`src/rtl/sprite_motion.sv`:
```
// Frame-synchronous sprite position engine: bounces (or, with SPRITE_MOTION_WRAP_EN
// defined, wraps) a sprite inside the active area and publishes each new position atomically.
module sprite_motion #(
  parameter int H_VALID   = 480,
  parameter int V_VALID   = 272,
  parameter int SPRITE_W  = 16,
  parameter int SPRITE_H  = 16,
  parameter int STEP      = 1,
  parameter int FRAME_DIV = 1,
  parameter int INIT_X    = 0,
  parameter int INIT_Y    = 0
) (
  input  logic       PixelClk,
  input  logic       RST,
  input  logic       FrameStart,
  input  logic       Enable,
  output logic [9:0] SpriteX,
  output logic [8:0] SpriteY,
  output logic       DirX,
  output logic       DirY,
  output logic       PosValid
);

  localparam logic [10:0] MAX_X   = 11'(H_VALID - SPRITE_W);
  localparam logic [10:0] MAX_Y   = 11'(V_VALID - SPRITE_H);
  localparam logic [10:0] STEP_V  = 11'(STEP);
  localparam logic [10:0] INIT_XV = 11'(INIT_X);
  localparam logic [10:0] INIT_YV = 11'(INIT_Y);

  localparam int               CNT_W    = (FRAME_DIV > 1) ? $clog2(FRAME_DIV) : 1;
  localparam logic [CNT_W-1:0] CNT_LAST = CNT_W'(FRAME_DIV - 1);

  typedef enum logic [2:0] {
    IDLE,
    WAIT,
    CALC_X,
    CALC_Y,
    COMMIT
  } state_t;

  state_t           state;
  logic [CNT_W-1:0] frame_cnt;
  logic [10:0]      work_x;
  logic [10:0]      work_y;
  logic             work_dir_x;
  logic             work_dir_y;

  // Returns {new_dir, new_pos} for one axis; a start beyond max_pos counts as a forward edge hit.
  function automatic logic [11:0] advance(input logic [10:0] pos, input logic dir,
                                          input logic [10:0] max_pos);
    logic [10:0] sum;
    logic [11:0] res;
    sum = pos + STEP_V;
`ifdef SPRITE_MOTION_WRAP_EN
    if (sum > max_pos) res = {1'b0, sum - (max_pos + 11'd1)};
    else               res = {1'b0, sum};
    res[11] = res[11] & dir;
`else
    if (!dir) begin
      if (sum >= max_pos) res = {1'b1, max_pos};
      else                res = {1'b0, sum};
    end else begin
      if (pos <= STEP_V)  res = {1'b0, 11'd0};
      else                res = {1'b1, pos - STEP_V};
    end
`endif
    return res;
  endfunction

  // NOTE: every register, outputs included, lives in this one clocked block and is
  // written only with <=, so all reads see the previous-cycle value regardless of order.
  always_ff @(posedge PixelClk) begin
    if (RST) begin
      state      <= IDLE;
      frame_cnt  <= '0;
      work_x     <= INIT_XV;
      work_y     <= INIT_YV;
      work_dir_x <= 1'b0;
      work_dir_y <= 1'b0;
      SpriteX    <= INIT_XV[9:0];
      SpriteY    <= INIT_YV[8:0];
      DirX       <= 1'b0;
      DirY       <= 1'b0;
      PosValid   <= 1'b0;
    end else begin
      PosValid <= 1'b0;
      case (state)
        IDLE: begin
          if (Enable) state <= WAIT;
        end
        WAIT: begin
          if (!Enable) begin
            state <= IDLE;
          end else if (FrameStart) begin
            if (frame_cnt == CNT_LAST) begin
              frame_cnt <= '0;
              state     <= CALC_X;
            end else begin
              frame_cnt <= frame_cnt + CNT_W'(1);
            end
          end
        end
        CALC_X: begin
          {work_dir_x, work_x} <= advance(work_x, work_dir_x, MAX_X);
          state                <= CALC_Y;
        end
        CALC_Y: begin
          {work_dir_y, work_y} <= advance(work_y, work_dir_y, MAX_Y);
          state                <= COMMIT;
        end
        COMMIT: begin
          // Both axes land in the same edge so the pixel stage never sees a mixed pair.
          SpriteX  <= work_x[9:0];
          SpriteY  <= work_y[8:0];
          DirX     <= work_dir_x;
          DirY     <= work_dir_y;
          PosValid <= 1'b1;
          state    <= WAIT;
        end
        default: state <= IDLE;
      endcase
    end
  end

endmodule

```
`config.mk`:
```
export PLATFORM = sky130hd
export DESIGN_NAME = sprite_motion
export DESIGN_NICKNAME = d
export VERILOG_FILES = /design/src/rtl/sprite_motion.sv
export SDC_FILE = /design/constraint.sdc
export NUM_CORES = 1
export LEC_CHECK = 0
export ABC_AREA = 1
export BUFFER_PORTS_ARGS = -buffer_cell sky130_fd_sc_hd__buf_2
export CORE_MARGIN = 5
export CORE_UTILIZATION = 27
export CTS_CLUSTER_DIAMETER = 50
export CTS_CLUSTER_SIZE = 14
export DETAILED_ROUTE_END_ITERATION = 10
export PLACE_DENSITY = 0.43
export SYNTH_ARGS = -nofsm -noshare
export SYNTH_HDL_FRONTEND = slang
export SYNTH_SLANG_ARGS = --single-unit
export TNS_END_PERCENT = 100
```
`constraint.sdc`:
```
create_clock -name PixelClk -period 4 [get_ports PixelClk]
set_clock_uncertainty 0.1 [all_clocks]
set_input_delay 0.8 -clock PixelClk [delete_from_list [all_inputs] [get_ports PixelClk]]
set_output_delay 0.8 -clock PixelClk [all_outputs]
set_load 0.05 [all_outputs]
```
; Word level (Yosys, flattened, before mapping)
; Index checks and enable logic that the tools add are counted.
[totals]
rom_bits = 0
in_bits = 4
mem_bits_rw = 0
reg_bits = 50
out_inout_bits = 22
latch_bits = 0
n_memories = 0
elab_cells = 43
[op_classes]
shifts = 0
multipliers = 0
n_addsub = 5
bitwise = 0
eq_ne = 7
mux = 13
order_cmp = 4
n_div = 0
n_reduce_logical = 3
[op_table]
columns = op, n
row1 = 12-bit two-way mux, 6
row2 = "11-bit by 1-bit adder with 11-bit output, second input constant", 2
row3 = "11-bit by 9-bit >= comparator with 1-bit output, second input constant", 2
row4 = "11-bit by 1-bit <= comparator with 1-bit output, second input constant", 2
row5 = "11-bit by 1-bit subtractor with 11-bit output, second input constant", 2
row6 = 3-bit one-hot mux with 5 select lines, 1
row7 = 3-bit two-way mux, 4
row8 = "3-bit by 2-bit equality test with 1-bit output, second input constant", 2
row9 = "3-bit inequality test, second input constant", 2
row10 = 3-bit AND reduction, 2
row11 = "3-bit by 1-bit equality test with 1-bit output, second input constant", 1
row12 = "3-bit equality test, second input constant", 1
row13 = 3-bit logical NOT, 1
row14 = 1-bit two-way mux, 2
row15 = "2-bit inequality test, second input constant", 1
row16 = "1-bit adder, second input constant", 1

; Depth between registers and ports, before layout
; Gate-level depths: netlist (run 1).
[depth]
depth_word = 4
mapped_depth = 12
mapped_depth_nobuf = 12

; Worst setup path before layout (run 1)
; Ideal clock, no wire load.
[synth_path]
kind = input -> register
from = input port RST
to = register work_y[9]
setup_ps = 86
t_arrival_ps = 1514
required_time_ps = 3814
path_slack_ps = 2301
cell_stages = 5
path_cell_list = clkbuf_1 > inv_1 > clkbuf_1 > nand2_1 > a211oi_1
[synth_lines]
columns = element, line
row1 = "start, declared", 14  ; input logic RST,
row2 = "end signal, assigned", 108  ; {work_dir_y, work_y} <= advance(work_y, work_dir_y, MAX_Y);
row3 = "end, declared", 44  ; logic [10:0] work_y;

==> run summary, run 1 <==
Data arrives at the worst endpoint at 2.22 ns. The post-route netlist has 12.36% of its cells at a drive strength greater than 1. The max-slew violation count was 0; the count of input and output buffers was 25. The post-place setup slack was 1.587 ns; the via count of the first global-routing pass was 2,635.

The tools report the total leakage power as 1.475 nW. The critical path goes through buf_2, inv_1, o21ai_0, a21oi_1. For this block, the routed nets add up to 7.905 mm of wire. In this run the register-to-register setup slack is 1.96 ns. After the last flow step, the layout net total stands at 454. In the routed layout, each cell is associated on average with a via count of 4.611.

The class of the tightest hold or removal check was reg -> reg. The largest total area in the synthesized netlist belongs to sky130_fd_sc_hd__dfxtp_1. The detail route stage leaves a number of antenna-violating nets equal to 0.

The first global-routing pass estimated 13.46 mm of wire. The die boundary height came out at 112.3 microns. Buffers added to address setup during post-CTS repair amount to 0. Timing would allow up to 478.3 MHz.

The predominant post-synthesis flop cell was sky130_fd_sc_hd__dfxtp_1. The worst hold path was traced through 2 stages. The number of buffers and inverters on the critical path is 2. The run gives 0.01262 sq mm as the die footprint.

The total placed cells including tap cells is 573. TritonCTS built the clock tree. Summed over its instances, the top area cell type makes up 34.69% of the synthesized netlist area. In this run the worst path has a maximum fanout of 40. The share of the clock period used by the worst path after layout came out at 52.27%.

The length of the first detailed-routing pass in iterations came out at 4. The detailed placer's ending HPWL came out at 5.691 mm. Synthesized netlist net count: 439.

The flow ran to the end, and the final reports show no timing, DRC or antenna violations. For the pin with the worst max-slew slack, the measured transition is 1.116 ns. Relative to the synthesized area, the layout overhead comes to 12.66%. Source of the critical timing path: RST. The sink count of the clock tree came out at 49. STA classifies the critical path endpoint as a flip-flop.

Synthesis produced 429 cells. For hold timing, the worst endpoint is SpriteY[2]. The root buffer cell chosen for the clock tree is sky130_fd_sc_hd__clkbuf_8. Among all cell types in the netlist, the one instantiated most often is sky130_fd_sc_hd__nand2_1.

The clock passes through at most 2 buffers. In the post-synthesis netlist, the biggest area contributors are sky130_fd_sc_hd__dfxtp_1 (35%), sky130_fd_sc_hd__nand2_1 (11%), sky130_fd_sc_hd__a21oi_1 (8.8%). The initial antenna violation count was 0.

The setup path with the least slack is of type in -> reg. In this run the mean area of a mapped cell was 6.591 sq um. The total of hold buffers inserted after clock tree synthesis is 0, and the worst slew margin relative to its limit is 25.53%.

The run gives 0.01028 sq mm as the placeable core region. Measured along the x axis, the die boundary spans 112.3 microns. For the number of failing hold endpoints at the final stage, the log shows 0. In this run, synthesis inferred 0 flip-flops with an integrated enable. Clock latency on the worst-skew pair: 0.31 ns. The worst register-to-register path begins at work_y[0]. For the maximum level of the CTS H-tree, the log shows 2.

The kind of cell with the highest combined delay along the critical path is buffers and inverters. Across all setup checks in the final design, the least slack found is 1.909 ns. Summing every instance area after synthesis gives 0.002828 sq mm.

The congestion estimate from routability-driven global placement came to 0.8461. The count of cells along the worst register-to-register path works out to 9. The fraction of the yosys area taken by sequential cells is 34.69%. The number of gates resized after cts is 0. The global route total overflow was 0; the proportion of register bits with asynchronous set or reset after synthesis was 0%. The effective utilization at floorplan is 27.51%.

Setup violations remaining at the end of the flow were counted as 0. For the max-cap violation count, the log shows 0. STA classifies the critical path startpoint as an input port. The worst-case IR drop observed on VDD is 0.0001312 V. In the final timing run, aggregate negative setup slack is 0 ns. For this run, design rule violations remaining after detail routing come to 0. After layout, the minimum clock period comes to 2.091 ns. The post-CTS clock slew at the launch and capture registers of the worst setup and hold paths was 0.10 ns. For this block, the via count after detailed routing is 2,679. The number of register bits inferred by synthesis came out at 49. In this run the power density over the cells is 340.2 mW/mm^2.

The detailed router finished its first iteration with 162 violations. The finished layout holds 581 standard cells, fillers aside. After floorplanning, the core was divided into 37 placement rows.

Start point of the worst hold path: SpriteY[2]. Delay of the slowest cell on the worst path: 0.82 ns. The worst register-to-register path ends at work_y[7]. Count of cell types in the netlist: 29. Setup repair after global routing left no endpoint under its margin. For the count of inserted antenna diode cells, the log shows 0. The routed length per placed instance came out at 13.61 microns. The worst endpoint required time is 4.13 ns. The cell with the biggest individual delay on the critical path is sky130_fd_sc_hd__inv_1. In this run, CTS created clock tree buffers numbering 5.

The count of yosys warnings during synthesis was 0; the global routing usage summed across all routing layers was 12.84%. Entering global routing, the biggest net connects 42 pins. 26 I/O pins were placed. Counting instances in the post-synthesis netlist gives the leading cell types as sky130_fd_sc_hd__nand2_1 (82), sky130_fd_sc_hd__a21oi_1 (50), sky130_fd_sc_hd__dfxtp_1 (49), sky130_fd_sc_hd__inv_1 (48), sky130_fd_sc_hd__nor2_1 (47).
[layout make-up]
| class | instances | area (sq um) |
|---|---|---|
| Clock inverter | 3 | 68.82 |
| Multi-Input combinational cell | 310 | 1569 |
| Clock buffer | 5 | 68.82 |
| Inverter | 52 | 195.2 |
| Tap cell | 136 | 170.2 |
| Fill cell | 1150 | 7092 |
| Sequential cell | 49 | 980.9 |
| Timing Repair Buffer | 26 | 132.6 |
[cell families (layout without fill, tap and decap cells)]
logic type	count (synthesis)	count (layout)	share of synthesized area, %
xor gates and xnor gates	15	15	4.646
AOI/OAI and AO/OA	100	100	18.01
DFF	49	49	34.69
buffers and inverters	70	86	9.822
adders and majority gates	6	6	2.655
and+or+nand+nor	189	189	30.18
[worst max path at each step]
| stage | endpoint | slack [ns] | cells past startpoint |
|---|---|---|---|
| 2_1_floorplan | work_y[9] | 2.30 | 5 |
| 6_report | SpriteY[0] | 1.91 | 4 |
| 3_5_place_dp | SpriteX[1] | 1.59 | 4 |
| 3_3_place_gp | SpriteX[9] | 1.58 | 4 |
| 5_1_grt | SpriteY[3] | 1.66 | 5 |
| 4_1_cts | SpriteX[1] | 1.91 | 4 |
[stage by stage]
| step | utilization (%) | cell area [sq um] | power (mW) | hold WS (ns) |
|---|---|---|---|---|
| 2_1_floorplan | - | 2828 | 0.6259 | 0.4116 |
| 3_3_place_gp | 29.66 | 3048 | 0.6587 | 0.4021 |
| 3_5_place_dp | 29.66 | 3048 | 0.6578 | 0.3941 |
| 4_1_cts | 31.00 | 3186 | 1.102 | 0.4096 |
| 5_1_grt | 31.00 | 3186 | 1.138 | 0.4848 |
| 6_report | 31.00 | 3186 | 1.084 | 0.4069 |
[worst min-delay path, stage by stage, from the launching register on]
cell	delay, ns
sky130_fd_sc_hd__dfxtp_1	0.33
sky130_fd_sc_hd__nor2_1	0.09
sky130_fd_sc_hd__nor2_1	0.05
[layer usage]
metal | track usage, % | vias up | share of wire, %
met5 | 0 | - | 0
met3 | 2.049 | 7 | 1.5
li1 | - | 1415 | -
met2 | 20.90 | 27 | 45
met1 | 17.66 | 1230 | 52
met4 | 3.446 | 0 | 1.1
[state kept, by name (all words and copies together) (netlist names), 3 cells and up]
name,cells
work_x,11
state,3
SpriteY,9
work_y,11
SpriteX,10
[placed cells by master, fill, tap and decap left out]
cell type	n
sky130_fd_sc_hd__nor3_4	1
sky130_fd_sc_hd__a21oi_1	50
sky130_fd_sc_hd__o21ai_1	1
sky130_fd_sc_hd__buf_2	25
sky130_fd_sc_hd__bufinv_16	2
sky130_fd_sc_hd__nor2_2	5
sky130_fd_sc_hd__inv_2	4
sky130_fd_sc_hd__nand4_2	1
sky130_fd_sc_hd__nor2_4	2
sky130_fd_sc_hd__clkbuf_8	5
sky130_fd_sc_hd__ha_1	6
sky130_fd_sc_hd__dfxtp_1	49
sky130_fd_sc_hd__nand2_2	3
sky130_fd_sc_hd__or2_2	2
sky130_fd_sc_hd__nand2_1	82
sky130_fd_sc_hd__a31oi_1	1
sky130_fd_sc_hd__nor3_1	7
sky130_fd_sc_hd__a211oi_1	1
sky130_fd_sc_hd__nand4_1	7
sky130_fd_sc_hd__nand3_2	1
sky130_fd_sc_hd__inv_1	48
sky130_fd_sc_hd__nor4_1	1
sky130_fd_sc_hd__xor2_1	15
sky130_fd_sc_hd__nor3_2	2
sky130_fd_sc_hd__nor2_1	47
sky130_fd_sc_hd__buf_4	1
sky130_fd_sc_hd__inv_6	1
sky130_fd_sc_hd__o21ai_0	45
sky130_fd_sc_hd__nand3_1	28
sky130_fd_sc_hd__o21bai_1	2
[power breakdown]
group	leakage [nW]	switching [mW]	internal (mW)
Sequential	0.396	0.0166	0.498
Combinational	1.01	0.0898	0.0417
Clock	0.0687	0.185	0.252
Power figures use the tool's default switching activity.
==> run 2, diff against run 1 <==
--- a/config.mk
+++ b/config.mk
@@ -5,14 +5,14 @@
 export SDC_FILE = /design/constraint.sdc
 export NUM_CORES = 1
 export LEC_CHECK = 0
-export ABC_AREA = 1
+export ABC_AREA = 0
 export BUFFER_PORTS_ARGS = -buffer_cell sky130_fd_sc_hd__buf_2
 export CORE_MARGIN = 5
 export CORE_UTILIZATION = 27
 export CTS_CLUSTER_DIAMETER = 50
 export CTS_CLUSTER_SIZE = 14
 export DETAILED_ROUTE_END_ITERATION = 10
-export PLACE_DENSITY = 0.43
+export PLACE_DENSITY = 0.44
 export SYNTH_ARGS = -nofsm -noshare
 export SYNTH_HDL_FRONTEND = slang
 export SYNTH_SLANG_ARGS = --single-unit
==> constraint.sdc (replaced) <==
create_clock -name PixelClk -period 1.84 [get_ports PixelClk]
set_clock_uncertainty 0.1 [all_clocks]
set_input_delay 0.368 -clock PixelClk [delete_from_list [all_inputs] [get_ports PixelClk]]
set_output_delay 0.368 -clock PixelClk [all_outputs]
set_load 0.05 [all_outputs]
==> run summary, run 2 <==
The routed design could run at a clock period as short as 2.308 ns. The synthesized cell area came out at 0.002845 sq mm (+0.62%). The predominant post-synthesis flop cell is sky130_fd_sc_hd__dfxtp_1. Derived from the worst setup path, the maximum achievable clock frequency is 433.3 MHz. The tools report the layout net count as 483 (+6.4%). For the data arrival time of the critical path, the log shows 2.40 ns (+0.18 ns).

The count of flip-flops with a built-in enable after synthesis is 0 (unchanged), and the total leakage power is 1.613 nW (+9.4%). The maximum level of the CTS H-tree is 2 (unchanged). The sink count of the clock tree was 49 (unchanged); the effective utilization at floorplan was 27.56% (+0.046 points). The run gives 0.003710 sq mm (+22%) as the post-placement cell area. Of all cell types, the one taking the most synthesized area is sky130_fd_sc_hd__dfxtp_1. The buffer type at the clock tree root was sky130_fd_sc_hd__clkbuf_8. The max-slew violation count is 0 (unchanged), and the count of input and output buffers is 25 (unchanged). The fraction of post-synthesis cell area in the top cell type by area is 34.48% (-0.21 points).

Kind of critical path: reg -> reg. The die boundary height is 112.7 microns (+0.28%), and the count of yosys warnings during synthesis is 0 (unchanged). The die extent in x is 112.7 microns (+0.28%). The initial antenna violation count is 0 (unchanged), and the placeable core region is 0.01032 sq mm (+0.45%).

The worst setup path is launched from a flip-flop. The commonest cells after synthesis are sky130_fd_sc_hd__nand2_1 (62), sky130_fd_sc_hd__dfxtp_1 (49), sky130_fd_sc_hd__a21oi_1 (48), sky130_fd_sc_hd__nor2_1 (32), sky130_fd_sc_hd__clkbuf_1 (31). The clock latency on the worst-skew pair is 0.31 ns (about the same), and the worst ir drop on vdd is 0.0002847 V (+120%). The die footprint was 0.01269 sq mm (+0.57%); the number of placed I/O pins was 26 (unchanged). The clock buffer count from CTS is 5 (unchanged). The run gives 0.8823 (+4.3%) as the global placement routability congestion. The tools report the detailed placer's ending HPWL as 6.661 mm (+17%). The final critical path takes up 125.4% of the cycle.

The run gives 0 (unchanged) as the antenna violation net count after detailed routing. Length of the first detailed-routing pass in iterations: 4 (unchanged). The overall via count from detail_route was 3,142 (+17%). The number of DRC markers after the initial detailed-route iteration was 196 (+21%). The worst-case clock buffer depth was 2 (unchanged); the count of cell types in the netlist was 57 (+97%). The global route total overflow is 0 (unchanged). The most frequently used cell type in the post-synthesis netlist is sky130_fd_sc_hd__nand2_1. The routed length per placed instance works out to 15.60 microns (+15%). The final reports fail on negative setup slack. The floorplan row count is 37 (unchanged), and the actual slew at the worst max-slew pin is 0.4586 ns (-0.6571 ns). The synthesized netlist net count is 395 (-10%). The maximum fanout along the worst path is 5 (-88%), and the area added between synthesis and finish is 44.72%. Max-cap violation count: 0 (unchanged). The run gives 0.2540 ns (-0.1530 ns) as the worst slack on hold paths. The sum of routed wire length over all layers was 9.519 mm (+20%). The run gives 1.93 ns (-2.20 ns) as the worst endpoint required time. The worst slew margin relative to its limit was 69.10% (+44 points); the via count normalized by instance count was 5.151 (+12%). For the cell area after layout, the log shows 0.004118 sq mm (+29%). The path class of the tightest hold or removal check is in -> reg.

The run gives 34.48% (-0.21 points) as the fraction of the yosys area taken by sequential cells. In the final layout, the registers with the most flip-flops are work_x x11, work_y x11, SpriteX x10. The proportion of register bits with asynchronous set or reset after synthesis works out to 0% (unchanged). The critical path capture point type is a flip-flop. The run finished, with violations left.

The final routed DRC violation total is 0 (unchanged), and the synthesized instance count is 385 (-10%). The post-CTS clock slew at the launch and capture registers of the worst setup and hold paths is 0.10 ns (about the same), and the total of endpoints with negative setup slack in the final report is 23 (+23). TritonCTS built the clock tree. The global-route wire length before repair was 15.61 mm (+16%). The number of register bits inferred by synthesis was 49 (unchanged); the maximum number of pins on one net before global-route repair was 37 (-12%).

The run gives 15.02% (+2.2 points) as the global routing usage summed across all routing layers. The library cells used most frequently in the layout, excluding fill and tap cells, are sky130_fd_sc_hd__buf_4 (67), sky130_fd_sc_hd__nand2_1 (60), sky130_fd_sc_hd__dfxtp_1 (41), sky130_fd_sc_hd__a21oi_1 (41), sky130_fd_sc_hd__nor2_1 (29). Setup repair after global routing could not meet its margin everywhere. The number of failing hold endpoints at the final stage is 0 (unchanged), and the share of post-route cells with drive strength above 1 is 37.76% (+25 points). The tools report the via count of the first global-routing pass as 3,099 (+18%). Power density over the cells: 500.3 mW/mm^2 (+47%).

Commonest non-fill, non-tap cell in the layout: sky130_fd_sc_hd__buf_4. Synthesized area divided by synthesized cell count: 7.390 sq um (+12%). The logs give -0.4679 ns (-2.377 ns) for the setup slack of the critical path after layout and 0 (unchanged) for the count of inserted antenna diode cells.

The post-route core utilization was 39.89% (+8.9 points). Ranked by total cell area, the synthesized netlist is headed by sky130_fd_sc_hd__dfxtp_1 (34%), sky130_fd_sc_hd__a21oi_1 (8.4%), sky130_fd_sc_hd__nand2_1 (8.2%).
[run 2: logic make-up (layout without fill, tap and decap cells)]
| kind of cell | after synthesis | after routing | synth area share [%] |
|---|---|---|---|
| muxes | 2 | 2 | 0.7036 |
| buffers and inverters | 43 | 132 | 5.673 |
| adders and majority gates | 6 | 6 | 2.638 |
| AOI/OAI and AO/OA | 113 | 113 | 25.73 |
| DFF | 49 | 49 | 34.48 |
| xor gates and xnor gates | 10 | 10 | 3.078 |
| and+or+nand+nor | 162 | 162 | 27.70 |
[run 2: what timing repair did]
| item | in CTS | in global routing |
|---|---|---|
| gates cloned | 0 | 0 |
| hold buffers | 0 | 0 |
| setup endpoints to repair | 24 | 24 |
| gates resized for setup | 39 | 33 |
| pin swaps | 22 | 25 |
| setup buffers | 5 | 4 |
[run 2: cell type report]
| type | count | area, sq um |
|---|---|---|
| fillers | 1077 | 6206 |
| multi-input cells | 293 | 1917 |
| flip-flops and latches | 49 | 996.0 |
| repair buffers | 115 | 904.6 |
| well taps | 136 | 170.2 |
| clock buffers | 5 | 68.82 |
| inverters | 9 | 36.28 |
| clock inverters | 3 | 25.02 |
[run 2: stage by stage]
stage          setup slack, ns  instances  power (mW)  TNS [ns]
6_report               -0.4679        610       2.060    -7.187
5_1_grt                -0.5665        610       2.150    -8.806
3_5_place_dp           -0.4636        593       1.351    -7.508
3_3_place_gp           -0.4346        593       1.349    -7.503
2_1_floorplan          -0.4467        385       1.249    -5.134
4_1_cts                -0.4637        606       2.076    -7.084
[run 2: critical path, stage by stage, from the launching register on]
cell                      delay [ns]
sky130_fd_sc_hd__dfxtp_2        0.33
sky130_fd_sc_hd__or4_4          0.53
sky130_fd_sc_hd__or4_4          0.46
sky130_fd_sc_hd__buf_4          0.16
sky130_fd_sc_hd__o21ai_4        0.20
sky130_fd_sc_hd__buf_6          0.14
sky130_fd_sc_hd__o21ai_0        0.07
sky130_fd_sc_hd__a21oi_1        0.14
sky130_fd_sc_hd__nor4_1         0.07
[run 2: final timing paths]
kind,startpoint,end,slack [ns],cells after the start
worst min-delay path,Enable,state[1],0.25,3
worst max-delay path,work_x[2],work_x[2],-0.47,8
worst min register to register,SpriteX[6],SpriteX[6],0.36,2
worst max register to register,work_x[2],work_x[2],-0.47,8
[run 2: power by group]
group          internal, mW  switching (mW)  total (mW)
Clock                 0.276           0.419       0.695
Combinational         0.130           0.155       0.285
Sequential             1.07          0.0106        1.08
Total                  1.47           0.585        2.06
[run 2: layer usage]
metal / vias up / global-route usage, % / part of all wire (%)
met3: 7 / 2.372 / 4.1
met2: 63 / 24.13 / 46
met4: 0 / 3.446 / 0.90
met5: - / 0 / 0
met1: 1507 / 21.11 / 49
li1: 1565 / - / -
==> run 3, diff against run 2 <==
--- a/config.mk
+++ b/config.mk
@@ -7,12 +7,14 @@
 export LEC_CHECK = 0
 export ABC_AREA = 0
 export BUFFER_PORTS_ARGS = -buffer_cell sky130_fd_sc_hd__buf_2
+export CELL_PAD_IN_SITES_DETAIL_PLACEMENT = 0
+export CELL_PAD_IN_SITES_GLOBAL_PLACEMENT = 1
 export CORE_MARGIN = 5
 export CORE_UTILIZATION = 27
 export CTS_CLUSTER_DIAMETER = 50
 export CTS_CLUSTER_SIZE = 14
 export DETAILED_ROUTE_END_ITERATION = 10
-export PLACE_DENSITY = 0.44
+export PLACE_DENSITY = 0.56
 export SYNTH_ARGS = -nofsm -noshare
 export SYNTH_HDL_FRONTEND = slang
 export SYNTH_SLANG_ARGS = --single-unit
==> run summary, run 3 (synthesis gave the netlist of run 2 again) <==
The detailed placer's ending HPWL is 6.758 mm (+1.5%). The placeable core region was 0.01032 sq mm (unchanged). The timing-limited maximum frequency was 429.8 MHz (-0.80%); the maximum number of pins on one net before global-route repair was 23 (-38%). The most critical setup path has its startpoint at work_x[2]. The via count normalized by instance count was 5.082 (-1.3%). The family with the most delay on the worst path is simple AND/OR/NAND/NOR gates.

Routed length per placed instance: 15.25 microns (-2.3%). The min-delay analysis places its worst path in the category in -> reg. For the data arrival time of the critical path, the log shows 2.42 ns (+0.02 ns).

The maximum fanout along the worst path came out at 4 (-1). The delay of the slowest cell on the worst path came out at 0.53 ns (about the same). The final reports fail on negative setup slack. The number of buffer and inverter stages on the critical path came out at 2 (unchanged). For the number of non-filler instances in the completed layout, the log shows 609 (-0.16%).

The buffer type at the clock tree root is sky130_fd_sc_hd__clkbuf_8. The global placement routability congestion is 0.7704 (-13%), and the count of input and output buffers is 25 (unchanged). The run gives 0 (unchanged) as the global route total overflow.

The time the final worst path needs with I/O delays and setup works out to 2.327 ns (+0.01866 ns). In the layout the commonest cells are sky130_fd_sc_hd__buf_4 (71), sky130_fd_sc_hd__nand2_1 (61), sky130_fd_sc_hd__dfxtp_1 (41). The run gives 193 (-1.5%) as the number of DRC markers after the initial detailed-route iteration.

The sum of routed wire length over all layers is 9.288 mm (-2.4%), and the total leakage power is 1.600 nW (-0.81%). The global-route wire length before repair is 15.10 mm (-3.3%). For the via count of the first global-routing pass, the log shows 3,066 (-1.1%). The antenna violation net count after detailed routing was 0 (unchanged); the slack of the worst reg-to-reg path was -0.49 ns (-0.02 ns). Number of filler instances in the final layout: 1,084 (+0.65%). The tools report the clock buffer count from CTS as 5 (unchanged). The share of post-route cells with drive strength above 1 came out at 37.63% (-0.13 points). STA classifies the critical path startpoint as a flip-flop.

The clock latency on the worst-skew pair is 0.31 ns (about the same), and the setup slack of the critical path after layout is -0.4866 ns (-0.01866 ns). For the sink count of the clock tree, the log shows 49 (unchanged). In the final layout, the registers with the most flip-flops are work_x x11, work_y x11, SpriteX x10. For the count of inserted antenna diode cells, the log shows 0 (unchanged). Commonest non-fill, non-tap cell in the layout: sky130_fd_sc_hd__buf_4.

The run gives 2 (unchanged) as the worst-case clock buffer depth. The cell with the biggest individual delay on the critical path is sky130_fd_sc_hd__or4_4. The die extent in x is 112.7 microns (unchanged). The worst ir drop on vdd came out at 0.0002986 V (+4.9%). The logs give 0 (unchanged) for the max-cap violation count and -7.796 ns (-0.6086 ns) for the sum of negative setup slack. For the total chip power, the log shows 2.189 mW (+6.2%).

The global routing usage summed across all routing layers is 14.30% (-0.72 points). Setup repair after global routing could not meet its margin everywhere. Kind of critical path: reg -> reg. The signal on the critical path passes through or4_4, or4_4, buf_6, o21ai_4, buf_6, nor2_2, a31oi_1, a211oi_1. Floorplan row count: 37 (unchanged).

The tools report the total of endpoints with negative setup slack in the final report as 23 (unchanged). The overall via count from detail_route is 3,095 (-1.5%), and the die boundary height is 112.7 microns (unchanged). The actual slew at the worst max-slew pin is 0.5391 ns (+0.08042 ns).

Layout net count: 482 (-0.21%). The total placed cells including tap cells is 587 (-1.0%), and the effective utilization at floorplan is 27.56% (unchanged). TritonCTS built the clock tree. The initial antenna violation count is 0 (unchanged). In this run the most critical hold path is launched from FrameStart.

The number of placed I/O pins is 26 (unchanged). The area added between synthesis and finish was 45.43%; the power density over the cells was 528.9 mW/mm^2 (+5.7%). The worst slew margin relative to its limit is 63.93% (-5.2 points), and the cell area after layout is 0.004138 sq mm (+0.49%). The length of the first detailed-routing pass in iterations is 6 (+2). In this run the critical register-to-register path is launched from work_x[2]. The final routed DRC violation total is 0 (unchanged), and the worst endpoint required time is 1.94 ns (about the same). STA classifies the critical path endpoint as a flip-flop. The post-placement cell area is 0.003640 sq mm (-1.9%).

The post-CTS clock slew at the launch and capture registers of the worst setup and hold paths came out at 0.10 ns (about the same). The flow ran to the end, but the final reports show violations. The logs give 0 (unchanged) for the number of failing hold endpoints at the final stage and 0 (unchanged) for the max-slew violation count. Die footprint: 0.01269 sq mm (unchanged). The share of the clock period used by the worst path after layout is 126.4% (+1.0 points), and the maximum level of the CTS H-tree is 2 (unchanged).
[run 3: changes by cell type in the layout (fill, tap and decap cells not counted), moves of 2 or more]
cell,delta
sky130_fd_sc_hd__buf_12,-2
sky130_fd_sc_hd__buf_6,-4
sky130_fd_sc_hd__inv_1,+2
sky130_fd_sc_hd__o21ai_2,+2
sky130_fd_sc_hd__buf_4,+4
[run 3: what timing repair did]
item / in CTS / in global routing
setup endpoints to repair: 24 / 24
resized for setup: 33 / 40
buffers inserted: 4 / 10
hold buffers: 0 / 0
pin swaps: 15 / 14
cloned: 0 / 0
[run 3: path summary, 6_finish.rpt]
kind,end,depth (start not counted)
setup / recovery,work_x[1],8
hold / removal,state[1],3
setup reg to reg,work_x[1],8
hold reg to reg,SpriteX[2],2
[run 3: cell type report]
cell class              instances  area [sq um]  area share, %
clock inverters                 2         37.54         0.9072
clock buffers                   6         82.58          1.996
flip-flops and latches         49         996.0          24.07
inverters                       9         33.78         0.8164
repair buffers                114         864.6          20.90
multi-input cells             293          1953          47.20
well taps                     136         170.2          4.112
[run 3: report_power, final]
part | total (mW) | leakage (nW) | internal, mW | switching (mW)
Clock | 0.828 | 0.0574 | 0.443 | 0.386
Combinational | 0.279 | 1.14 | 0.124 | 0.155
Sequential | 1.08 | 0.400 | 1.07 | 0.0123
[run 3: worst min-delay path: stages]
cell                       delay [ns]
sky130_fd_sc_hd__buf_2           0.11
sky130_fd_sc_hd__nand4b_1        0.08
sky130_fd_sc_hd__a211oi_1        0.06
[run 3: through the flow]
step | hold WS [ns] | worst slack, ns | util [%]
floorplan | 0.3724 | -0.4467 | -
global route | 0.2660 | -0.5473 | 40.08
finish | 0.2587 | -0.4866 | 40.08
global placement | 0.3403 | -0.4548 | 35.26
detailed placement | 0.3444 | -0.4705 | 35.26
CTS | 0.2491 | -0.4660 | 37.75
[run 3: layer usage]
metal | global-route usage (%) | wire (microns) | up-vias
li1 | - | - | 1558
met1 | 17.51 | 4152 | 1476
met2 | 26.07 | 4804 | 47
met3 | 2.264 | 213 | 14
met4 | 3.365 | 116 | 0
met5 | 0 | 0 | -
